$ cat config.mk
export PLATFORM = sky130hd
export DESIGN_NAME = div_seq_flat
export DESIGN_NICKNAME = d
export VERILOG_FILES = /design/src/rtl/div_seq_if.sv /design/src/rtl/div_seq.sv /design/src/flat_wrapper.sv
export SDC_FILE = /design/constraint.sdc
export NUM_CORES = 1
export LEC_CHECK = 0
export BUFFER_PORTS_ARGS = -buffer_cell sky130_fd_sc_hd__buf_2
export CORE_ASPECT_RATIO = 0.9
export CORE_MARGIN = 2
export CORE_UTILIZATION = 54
export DETAILED_ROUTE_END_ITERATION = 8
export PLACE_DENSITY = 0.79
export SLEW_MARGIN = 20
export SYNTH_ARGS = -nofsm -noshare
export SYNTH_HDL_FRONTEND = slang
export SYNTH_SLANG_ARGS = --single-unit
$ cat constraint.sdc
create_clock -name clk -period 3.9 [get_ports clk]
set_input_delay 0 -clock clk [delete_from_list [all_inputs] [get_ports clk]]
set_output_delay 0 -clock clk [all_outputs]
set_load 0.005 [all_outputs]
$ cat src/rtl/div_seq_if.sv
// Handshake and operand/result bundle for the sequential divider div_seq.
// The master drives the request and operands. The slave (the divider) returns
// the results and status.
interface div_seq_if #(
  parameter int WIDTH = 16
) ();
  logic             start;
  logic [WIDTH-1:0] m_in;
  logic [WIDTH-1:0] n_in;
  logic [WIDTH-1:0] quot;
  logic [WIDTH-1:0] rem;
  logic             busy;
  logic             done;
  logic             dz;

  modport master (
    output start, m_in, n_in,
    input  quot, rem, busy, done, dz
  );

  modport slave (
    input  start, m_in, n_in,
    output quot, rem, busy, done, dz
  );
endinterface

$ cat src/rtl/div_seq.sv
// div_seq: sequential restoring divider that produces one quotient bit per clock.
// This is the companion of the shift-add multiplier and uses the same start/busy
// handshake. An operation launches on a rising edge of start while the divider
// is idle. quot/rem/dz update only when an operation completes, and done pulses
// for one cycle at that point.
// Optional build macro DIV_SIGNED_EN: when defined, the operands are two's
// complement. The magnitudes are divided, and one extra FIX cycle then applies
// the signs with truncation toward zero.
module div_seq #(
  parameter int WIDTH = 16
) (
  input logic       clk,
  input logic       rst,
  div_seq_if.slave  bus
);

  localparam int            CW   = $clog2(WIDTH);
  localparam logic [CW-1:0] LAST = CW'(WIDTH - 1);

`ifdef DIV_SIGNED_EN
  typedef enum logic [1:0] {IDLE, RUN, FIX} state_t;
`else
  typedef enum logic {IDLE, RUN} state_t;
`endif

  state_t           state, state_nxt;
  logic             start_q;
  logic             busy_q;
  logic             done_q;
  logic [CW-1:0]    cnt;
  logic [WIDTH-1:0] quot_q, rem_q;
  logic             dz_q;

  // Iteration datapath. The partial remainder never reaches the divisor, so
  // WIDTH bits are enough to hold it between iterations.
  logic [WIDTH-1:0] q_sh;
  logic [WIDTH-1:0] d_reg;
  logic [WIDTH-1:0] r_reg;
  logic [WIDTH:0]   r_shift, r_try;
  logic             fits;
  logic [WIDTH-1:0] q_nxt, r_nxt;
  logic             launch;

`ifdef DIV_SIGNED_EN
  logic m_neg;
  logic q_neg;

  function automatic logic [WIDTH-1:0] mag(input logic signed [WIDTH-1:0] v);
    return v[WIDTH-1] ? (~v + 1'b1) : v;
  endfunction

  function automatic logic [WIDTH-1:0] apply_sign(input logic [WIDTH-1:0] v, input logic neg);
    return neg ? (~v + 1'b1) : v;
  endfunction
`endif

  assign launch = bus.start & ~start_q & ~busy_q;

  // Trial subtraction for one restoring step.
  always_comb begin
    r_shift = {r_reg, q_sh[WIDTH-1]};
    r_try   = r_shift - {1'b0, d_reg};
    fits    = ~r_try[WIDTH];
    q_nxt   = {q_sh[WIDTH-2:0], fits};
    r_nxt   = fits ? r_try[WIDTH-1:0] : r_shift[WIDTH-1:0];
  end

  // Next-state decode: idle until launch, run WIDTH iterations, then finish.
  always_comb begin
    state_nxt = state;
    case (state)
      IDLE: if (launch) state_nxt = RUN;
`ifdef DIV_SIGNED_EN
      RUN:  if (cnt == LAST) state_nxt = FIX;
      FIX:  state_nxt = IDLE;
`else
      RUN:  if (cnt == LAST) state_nxt = IDLE;
`endif
      default: state_nxt = IDLE;
    endcase
  end

  // State register. Reset aborts any operation in flight.
  always_ff @(posedge clk or posedge rst) begin
    if (rst) state <= IDLE;
    else     state <= state_nxt;
  end

  // Handshake, iteration counter and the visible result registers.
  always_ff @(posedge clk or posedge rst) begin
    if (rst) begin
      start_q <= 1'b0;
      busy_q  <= 1'b0;
      done_q  <= 1'b0;
      cnt     <= '0;
      quot_q  <= '0;
      rem_q   <= '0;
      dz_q    <= 1'b0;
    end else begin
      start_q <= bus.start;
      done_q  <= 1'b0;
      if (launch) begin
        busy_q <= 1'b1;
        cnt    <= '0;
      end else if (state == RUN) begin
        cnt <= cnt + CW'(1);
`ifndef DIV_SIGNED_EN
        if (cnt == LAST) begin
          quot_q <= q_nxt;
          rem_q  <= r_nxt;
          dz_q   <= (d_reg == '0);
          done_q <= 1'b1;
          busy_q <= 1'b0;
        end
`endif
      end
`ifdef DIV_SIGNED_EN
      else if (state == FIX) begin
        // A zero divisor reports all ones regardless of the sign of the dividend.
        // Negating |m| restores m_in as the remainder.
        quot_q <= (d_reg == '0) ? '1 : apply_sign(q_sh, q_neg);
        rem_q  <= apply_sign(r_reg, m_neg);
        dz_q   <= (d_reg == '0);
        done_q <= 1'b1;
        busy_q <= 1'b0;
      end
`endif
    end
  end

  // Operand capture on launch, then one shift/subtract step per RUN cycle.
  always_ff @(posedge clk) begin
    if (launch) begin
`ifdef DIV_SIGNED_EN
      q_sh  <= mag(bus.m_in);
      d_reg <= mag(bus.n_in);
      m_neg <= bus.m_in[WIDTH-1];
      q_neg <= bus.m_in[WIDTH-1] ^ bus.n_in[WIDTH-1];
`else
      q_sh  <= bus.m_in;
      d_reg <= bus.n_in;
`endif
      r_reg <= '0;
    end else if (state == RUN) begin
      q_sh  <= q_nxt;
      r_reg <= r_nxt;
    end
  end

  assign bus.quot = quot_q;
  assign bus.rem  = rem_q;
  assign bus.busy = busy_q;
  assign bus.done = done_q;
  assign bus.dz   = dz_q;

endmodule

$ cat src/flat_wrapper.sv
// flat-port wrapper written by rule: the top's interface ports become plain ports
module div_seq_flat 
#(
  parameter int WIDTH = 16
)
  (clk, rst, bus_start, bus_m_in, bus_n_in, bus_quot, bus_rem, bus_busy, bus_done, bus_dz);
  div_seq_if #(.WIDTH(WIDTH)) bus_i ();
  input logic clk;
  input logic rst;
  input wire logic [$bits(bus_i.start)-1:0] bus_start;
  input wire logic [$bits(bus_i.m_in)-1:0] bus_m_in;
  input wire logic [$bits(bus_i.n_in)-1:0] bus_n_in;
  output wire logic [$bits(bus_i.quot)-1:0] bus_quot;
  output wire logic [$bits(bus_i.rem)-1:0] bus_rem;
  output wire logic [$bits(bus_i.busy)-1:0] bus_busy;
  output wire logic [$bits(bus_i.done)-1:0] bus_done;
  output wire logic [$bits(bus_i.dz)-1:0] bus_dz;
  assign bus_i.start = bus_start;
  assign bus_i.m_in = bus_m_in;
  assign bus_i.n_in = bus_n_in;
  assign bus_quot = bus_i.quot;
  assign bus_rem = bus_i.rem;
  assign bus_busy = bus_i.busy;
  assign bus_done = bus_i.done;
  assign bus_dz = bus_i.dz;
  div_seq #(.WIDTH(WIDTH)) u_core (.clk(clk), .rst(rst), .bus(bus_i));
endmodule
==> results_dict.tcl, run 1 <==
set metrics [dict create \
    status "complete, no violations" \
    swShare 0.242 \
    syn_inst 445 \
    place_congestion 0.899 \
    layout_min_cycle_time_ps 2860 \
    num_rows 30 \
    cts_max_path_buffers 2 \
    p_clk_frac 0.357 \
    hold_violations 0 \
    synth_area_per_cell_um2 9.68 \
    fin_setup_tns_ps 0 \
    critical-path-max-stage-delay_ps 430 \
    ys.flop_type "dfrtp_1" \
    required_ps 4130 \
    maxUsedRoutingLayer "met4" \
    synth_edf_count 32 \
    h-tree-depth 3 \
    numCtsBuffers 9 \
    cap_violations 0 \
    fin_nets 598 \
    min_path_type "input port to flop" \
    cts_tree "built" \
    rsz0062_at_grt "false" \
    synth-seq-cells 89 \
    wl_met3_um 732 \
    initial_core_util 0.565 \
    postLayoutCellArea_mm2 0.00524 \
    clkLatencyLatePin_ps 360 \
    grt_first_pass_wirelength_mm 16.2 \
    endpoint_kind "flop" \
    grt_usage 0.238 \
    final_cell_mix "nand2_1 (123), buf_2 (69), dfrtp_1 (41)" \
    synth.distinct_cells 49 \
    ant_nets 0 \
    syn-cell-area_mm2 0.00431 \
    root_buffer "clkbuf_8" \
    grt_max_degree 49 \
    die-area_mm2 0.00870 \
    startpoint_type "flop" \
    tightest_slew_ps 848 \
    place_inst 596 \
    fp.coreArea_mm2 0.00762 \
    area_delta_synth_final_pct 21.7 \
    synth_xor_area_frac 0.0343 \
    drive_above_1_share 0.182 \
    cts_sinks 89 \
    met1_length_mm 4.37 \
    grt_pass1_vias 3306 \
    worstPathCellList "ha_1, fa_1, nand2b_1, a21oi_1, o21ai_1, o211ai_2, xnor2_2, buf_4, mux2i_1, a211oi_1" \
    design.portCount 70 \
    die-width_um 98.1 \
    synth_fa_ha_area_frac 0.0541 \
    final_common_cell "nand2_1" \
    dpl-instance-area_mm2 0.00471 \
    slowest_stage "edfxtp_1" \
    yosysWarnings 0 \
    die_y_um 88.7 \
    worstPathMaxFanout 15 \
    met2_length_mm 4.78 \
    wire_per_inst_um 15.5 \
    via_per_inst 5.47 \
    finalSetupViolations 0 \
    intPower_mw 1.27 \
    overflow 0 \
    critPathKind "flop to flop" \
    post_cts_resized 0 \
    synth_compound_area_frac 0.115 \
    drt_wl_total_mm 10.0 \
    syn_nets 498 \
    slew_viol_final 0 \
    min_period_over_period 0.734 \
    antenna_found_initial 0 \
    path_clk_slew_ps 100 \
    ir_drop_uv 206 \
    portBuffers 69 \
    p_sw_mw 0.406 \
    synthMuxAreaShare 0.0384 \
    total_leakage_power_nw 2.57 \
    hpwl_mm 6.86 \
    ys_seq_area_frac 0.536 \
    firstDrtPassIters 6 \
    worst-r2r-cell-count 10 \
    combPwrFrac 0.058 \
    detail_route.iter0.violations 235 \
    synth_simple_gate_area_share 0.180 \
    worstPathArrival_ps 3100 \
    p_per_area_mw_per_mm2 321 \
    finalPower_mw 1.68 \
    max_freq_mhz 350 \
    n_antenna_cell 0 \
    remaining_drc_errors 0 \
    slew_headroom 0.434 \
    seqPwrFrac 0.586 \
    skew_ps 9.27 \
    final_cells 646 \
    holdWs_ps 293 \
    async_reset_ff_frac 0.461 \
    synth_top_family_by_area "simple AND/OR/NAND/NOR gates" \
    vias 3534 \
    hold_depth 2 \
]
## timing repair
item / in CTS / in global routing
hold buffers: 34 / 0
setup buffers: 0 / 0
hold endpoints to repair: 74 / 0
## synth_stat cells (all sizes together) (7+ instances only)
| library cell | count | area, µm² |
|---|---|---|
| xor2 | 8 | 70.1 |
| o21ai | 39 | 195 |
| mux2i | 15 | 150 |
| nand2 | 123 | 462 |
| ha | 17 | 213 |
| xnor2 | 8 | 77.6 |
| buf | 8 | 53.8 |
| dfrtp | 41 | 1030 |
| clkbuf | 11 | 41.3 |
| nor2 | 17 | 63.8 |
| nand2b | 7 | 51.3 |
| a21oi | 25 | 129 |
| nand4 | 7 | 43.8 |
| dfxtp | 16 | 320 |
| edfxtp | 32 | 961 |
| inv | 22 | 82.6 |
## worst paths after layout
check                                           startpoint                         endpoint  slack (ps)
max                              u_core.d_reg[0]$_DFFE_PP_    u_core.r_reg[14]$_SDFFE_PP0P_        1040
min                                              bus_start         u_core.start_q$_DFF_PP0_         290
max reg2reg                      u_core.d_reg[0]$_DFFE_PP_    u_core.r_reg[14]$_SDFFE_PP0P_        1040
min reg2reg                u_core.bus.quot[13]$_DFFE_PP0P_  u_core.bus.quot[13]$_DFFE_PP0P_         480
max in group asynchronous                              rst        u_core.cnt[2]$_DFFE_PP0P_        3220
min in group asynchronous                              rst    u_core.bus.rem[1]$_DFFE_PP0P_         310
## cell families (layout without fill, tap and decap cells)
family	Yosys count	in the layout
adders and majority gates	18	18
DFF	89	89
AOI/OAI and AO/OA	85	85
muxes	16	16
buffers and inverters	42	147
xor gates and xnor gates	16	16
and+or+nand+nor	179	179
## metal layers
metal	GRT usage	up-vias
li1	-	1719
met1	0.321	1653
met2	0.394	137
met3	0.0553	25
met4	0.0657	0
met5	0	-
## power groups by stage
stage | clock [mW] | combinational (mW) | sequential [mW]
6_report | 0.600 | 0.0967 | 0.984
5_1_grt | 0.648 | 0.107 | 0.986
4_1_cts | 0.615 | 0.0962 | 0.984
3_5_place_dp | 0 | 0.0701 | 1.00
3_3_place_gp | 0 | 0.0675 | 1.00
2_1_floorplan | 0 | 0.0359 | 1.00
## layout make-up
type,count,area [µm²]
Clock inverter,7,63.8
Sequential cell,89,2310
Tap cell,96,120
Inverter,23,86.3
Fill cell,587,2380
Clock buffer,9,124
Timing Repair Buffer,108,723
Multi-Input combinational cell,314,1820
## worst max-delay path, delay by kind of cell (launching register included)
kind | cells | cell delay [ps]
compound gates | 4 | 590
fa+ha+maj | 2 | 640
flops | 1 | 430
mux | 1 | 290
simple gates | 1 | 180
xor+xnor | 1 | 250
buf+inv | 1 | 350
## through the flow
step	utilization	setup WS (ps)
2_1_floorplan	-	1550
3_3_place_gp	0.619	1200
6_report	0.688	1040
3_5_place_dp	0.619	1050
4_1_cts	0.688	1030
5_1_grt	0.688	821
Power figures use the tool's default switching activity.
==> run 2, diff against run 1 <==
--- a/config.mk
+++ b/config.mk
@@ -8,9 +8,9 @@
 export BUFFER_PORTS_ARGS = -buffer_cell sky130_fd_sc_hd__buf_2
 export CORE_ASPECT_RATIO = 0.9
 export CORE_MARGIN = 2
-export CORE_UTILIZATION = 54
+export CORE_UTILIZATION = 51
 export DETAILED_ROUTE_END_ITERATION = 8
-export PLACE_DENSITY = 0.79
+export PLACE_DENSITY = 0.78
 export SLEW_MARGIN = 20
 export SYNTH_ARGS = -nofsm -noshare
 export SYNTH_HDL_FRONTEND = slang
==> constraint.sdc (replaced) <==
create_clock -name clk -period 2.3 [get_ports clk]
set_input_delay 0 -clock clk [delete_from_list [all_inputs] [get_ports clk]]
set_output_delay 0 -clock clk [all_outputs]
set_load 0.005 [all_outputs]
==> results_dict.tcl, run 2 (synthesis results as in run 1) <==
set metrics [dict create \
    grt_max_degree 49 \
    num_rows 31 \
    clkLatencyLatePin_ps 360 \
    cts_max_path_buffers 2 \
    final_cell_mix "nand2_1 (122), buf_2 (69), buf_4 (48)" \
    min_path_type "input port to flop" \
    place_congestion 0.860 \
    ant_nets 0 \
    slowest_stage "edfxtp_1" \
    tightest_slew_ps 545 \
    firstDrtPassIters 5 \
    via_per_inst 5.42 \
    fin_nets 648 \
    numCtsBuffers 9 \
    hold_violations 0 \
    critPathKind "flop to flop" \
    place_ws_ps -285 \
    antenna_found_initial 0 \
    skew_ps 10.3 \
    cts_tree "built" \
    final_common_cell "nand2_1" \
    rsz0062_at_grt "true" \
    violations "setup timing" \
    fp.coreArea_mm2 0.00811 \
    fin_util 0.736 \
    drt_wl_total_mm 11.1 \
    r2r-start "u_core.d_reg[0]$_DFFE_PP_" \
    root_buffer "clkbuf_8" \
    place_inst 645 \
    cp-startpoint "u_core.d_reg[0]$_DFFE_PP_" \
    min_from "bus_start" \
    portBuffers 69 \
    total_leakage_power_nw 2.82 \
    holdWs_ps 279 \
    grt_first_pass_wirelength_mm 17.5 \
    path_clk_slew_ps 90 \
    grt_use_met2 0.377 \
    min_period_over_period 1.06 \
    drive_above_1_share 0.310 \
    max_freq_mhz 411 \
    endpoint_kind "flop" \
    die-width_um 101 \
    setup_slack_ps -130 \
    worstPathArrival_ps 2670 \
    worstPathMaxFanout 6 \
    vias 3788 \
    initial_core_util 0.531 \
    remaining_drc_errors 0 \
    n_antenna_cell 0 \
    grt_pass1_vias 3612 \
    final_cells 699 \
    die-area_mm2 0.00919 \
    layout_min_cycle_time_ps 2430 \
    h-tree-depth 3 \
    cts_sinks 89 \
    ir_drop_uv 406 \
    grt_usage 0.246 \
    critical-path-max-stage-delay_ps 450 \
    design.portCount 70 \
    detail_route.iter0.violations 270 \
    die_y_um 91.2 \
    required_ps 2540 \
    overflow 0 \
    area_delta_synth_final_pct 38.5 \
    finalSetupViolations 28 \
    startpoint_type "flop" \
    hpwl_mm 7.16 \
    worstPathCellList "ha_4, fa_2, nand2b_4, a21oi_4, o21ai_2, o211ai_4, xnor2_4, buf_12, mux2i_4, a211oi_2" \
    top_usage_layer "met2" \
    status "finished with violations" \
    wire_per_inst_um 15.8 \
    cap_violations 0 \
    grtUsageMet1 0.345 \
    p_per_area_mw_per_mm2 495 \
    slew_headroom 0.634 \
    slew_viol_final 0 \
    grt_util_met3 0.0547 \
    fillCellCount 556 \
    finalPower_mw 2.95 \
]
==> run 2: cell count changes in the layout (fill, tap and decap cells not counted), sizes merged <==
cell      delta
clkbuf       +2
clkinvlp     +1
buf         +50
clkinv       -2
inv          -1
==> run 2: area by class of cell <==
cell class | instances | area [µm²] | share of cell area
clock buffer | 11 | 163 | 0.0273
inverter | 23 | 86.3 | 0.0145
multi-input combinational | 314 | 2080 | 0.350
timing repair buffer | 158 | 1150 | 0.194
tap | 99 | 124 | 0.0208
sequential | 89 | 2310 | 0.387
clock inverter | 5 | 43.8 | 0.00734
==> run 2: path summary, 6_finish.rpt <==
path | endpoint | slack, ps | depth (start not counted)
worst min-delay path | u_core.start_q$_DFF_PP0_ | 280 | 2
min in group asynchronous | u_core.bus.rem[12]$_DFFE_PP0P_ | 310 | 4
worst max register to register | u_core.r_reg[14]$_SDFFE_PP0P_ | -130 | 10
worst max-delay path | u_core.r_reg[14]$_SDFFE_PP0P_ | -130 | 10
worst min register to register | u_core.bus.quot[11]$_DFFE_PP0P_ | 480 | 2
max in group asynchronous | u_core.bus.quot[0]$_DFFE_PP0P_ | 1610 | 4
==> run 2: worst max-delay path: cells and delay by family, from the launching register on <==
kind	cells	cell delay, ps
AND/OR/NAND/NOR	1	160
flip-flops	1	450
buffers and inverters	1	200
multiplexers	1	290
adder cells (fa/ha/maj)	2	530
XOR/XNOR	1	220
AO/OA/AOI/OAI	4	470
==> run 2: what timing repair did <==
| action | 4_1_cts | 5_1_grt |
|---|---|---|
| pin swaps | 12 | 8 |
| endpoints found under the setup margin | 31 | 34 |
| cloned | 1 | 0 |
| hold endpoints to repair | 74 | 0 |
| resized for setup | 27 | 32 |
| setup buffers | 3 | 1 |
| hold buffers | 34 | 0 |
==> run 2: through the flow <==
stage	cell area (µm²)	setup TNS [ps]
5_1_grt	5960	-5960
3_5_place_dp	5100	-5500
2_1_floorplan	4320	0
3_3_place_gp	5100	-2720
6_report	5960	-2360
4_1_cts	5800	-2510
==> run 2: per-layer routing <==
metal	up-vias	wire length, µm
li1	1825	-
met1	1783	4990
met3	17	699
met4	0	134
met2	163	5240
met5	-	0
==> run 2: power by group <==
part / switching (mW) / internal (mW) / leakage, nW / total, mW
registers: 0.0131 / 1.65 / 0.934 / 1.67
logic: 0.0826 / 0.115 / 1.79 / 0.198
clock network: 0.584 / 0.501 / 0.0992 / 1.09
total: 0.680 / 2.27 / 2.82 / 2.95
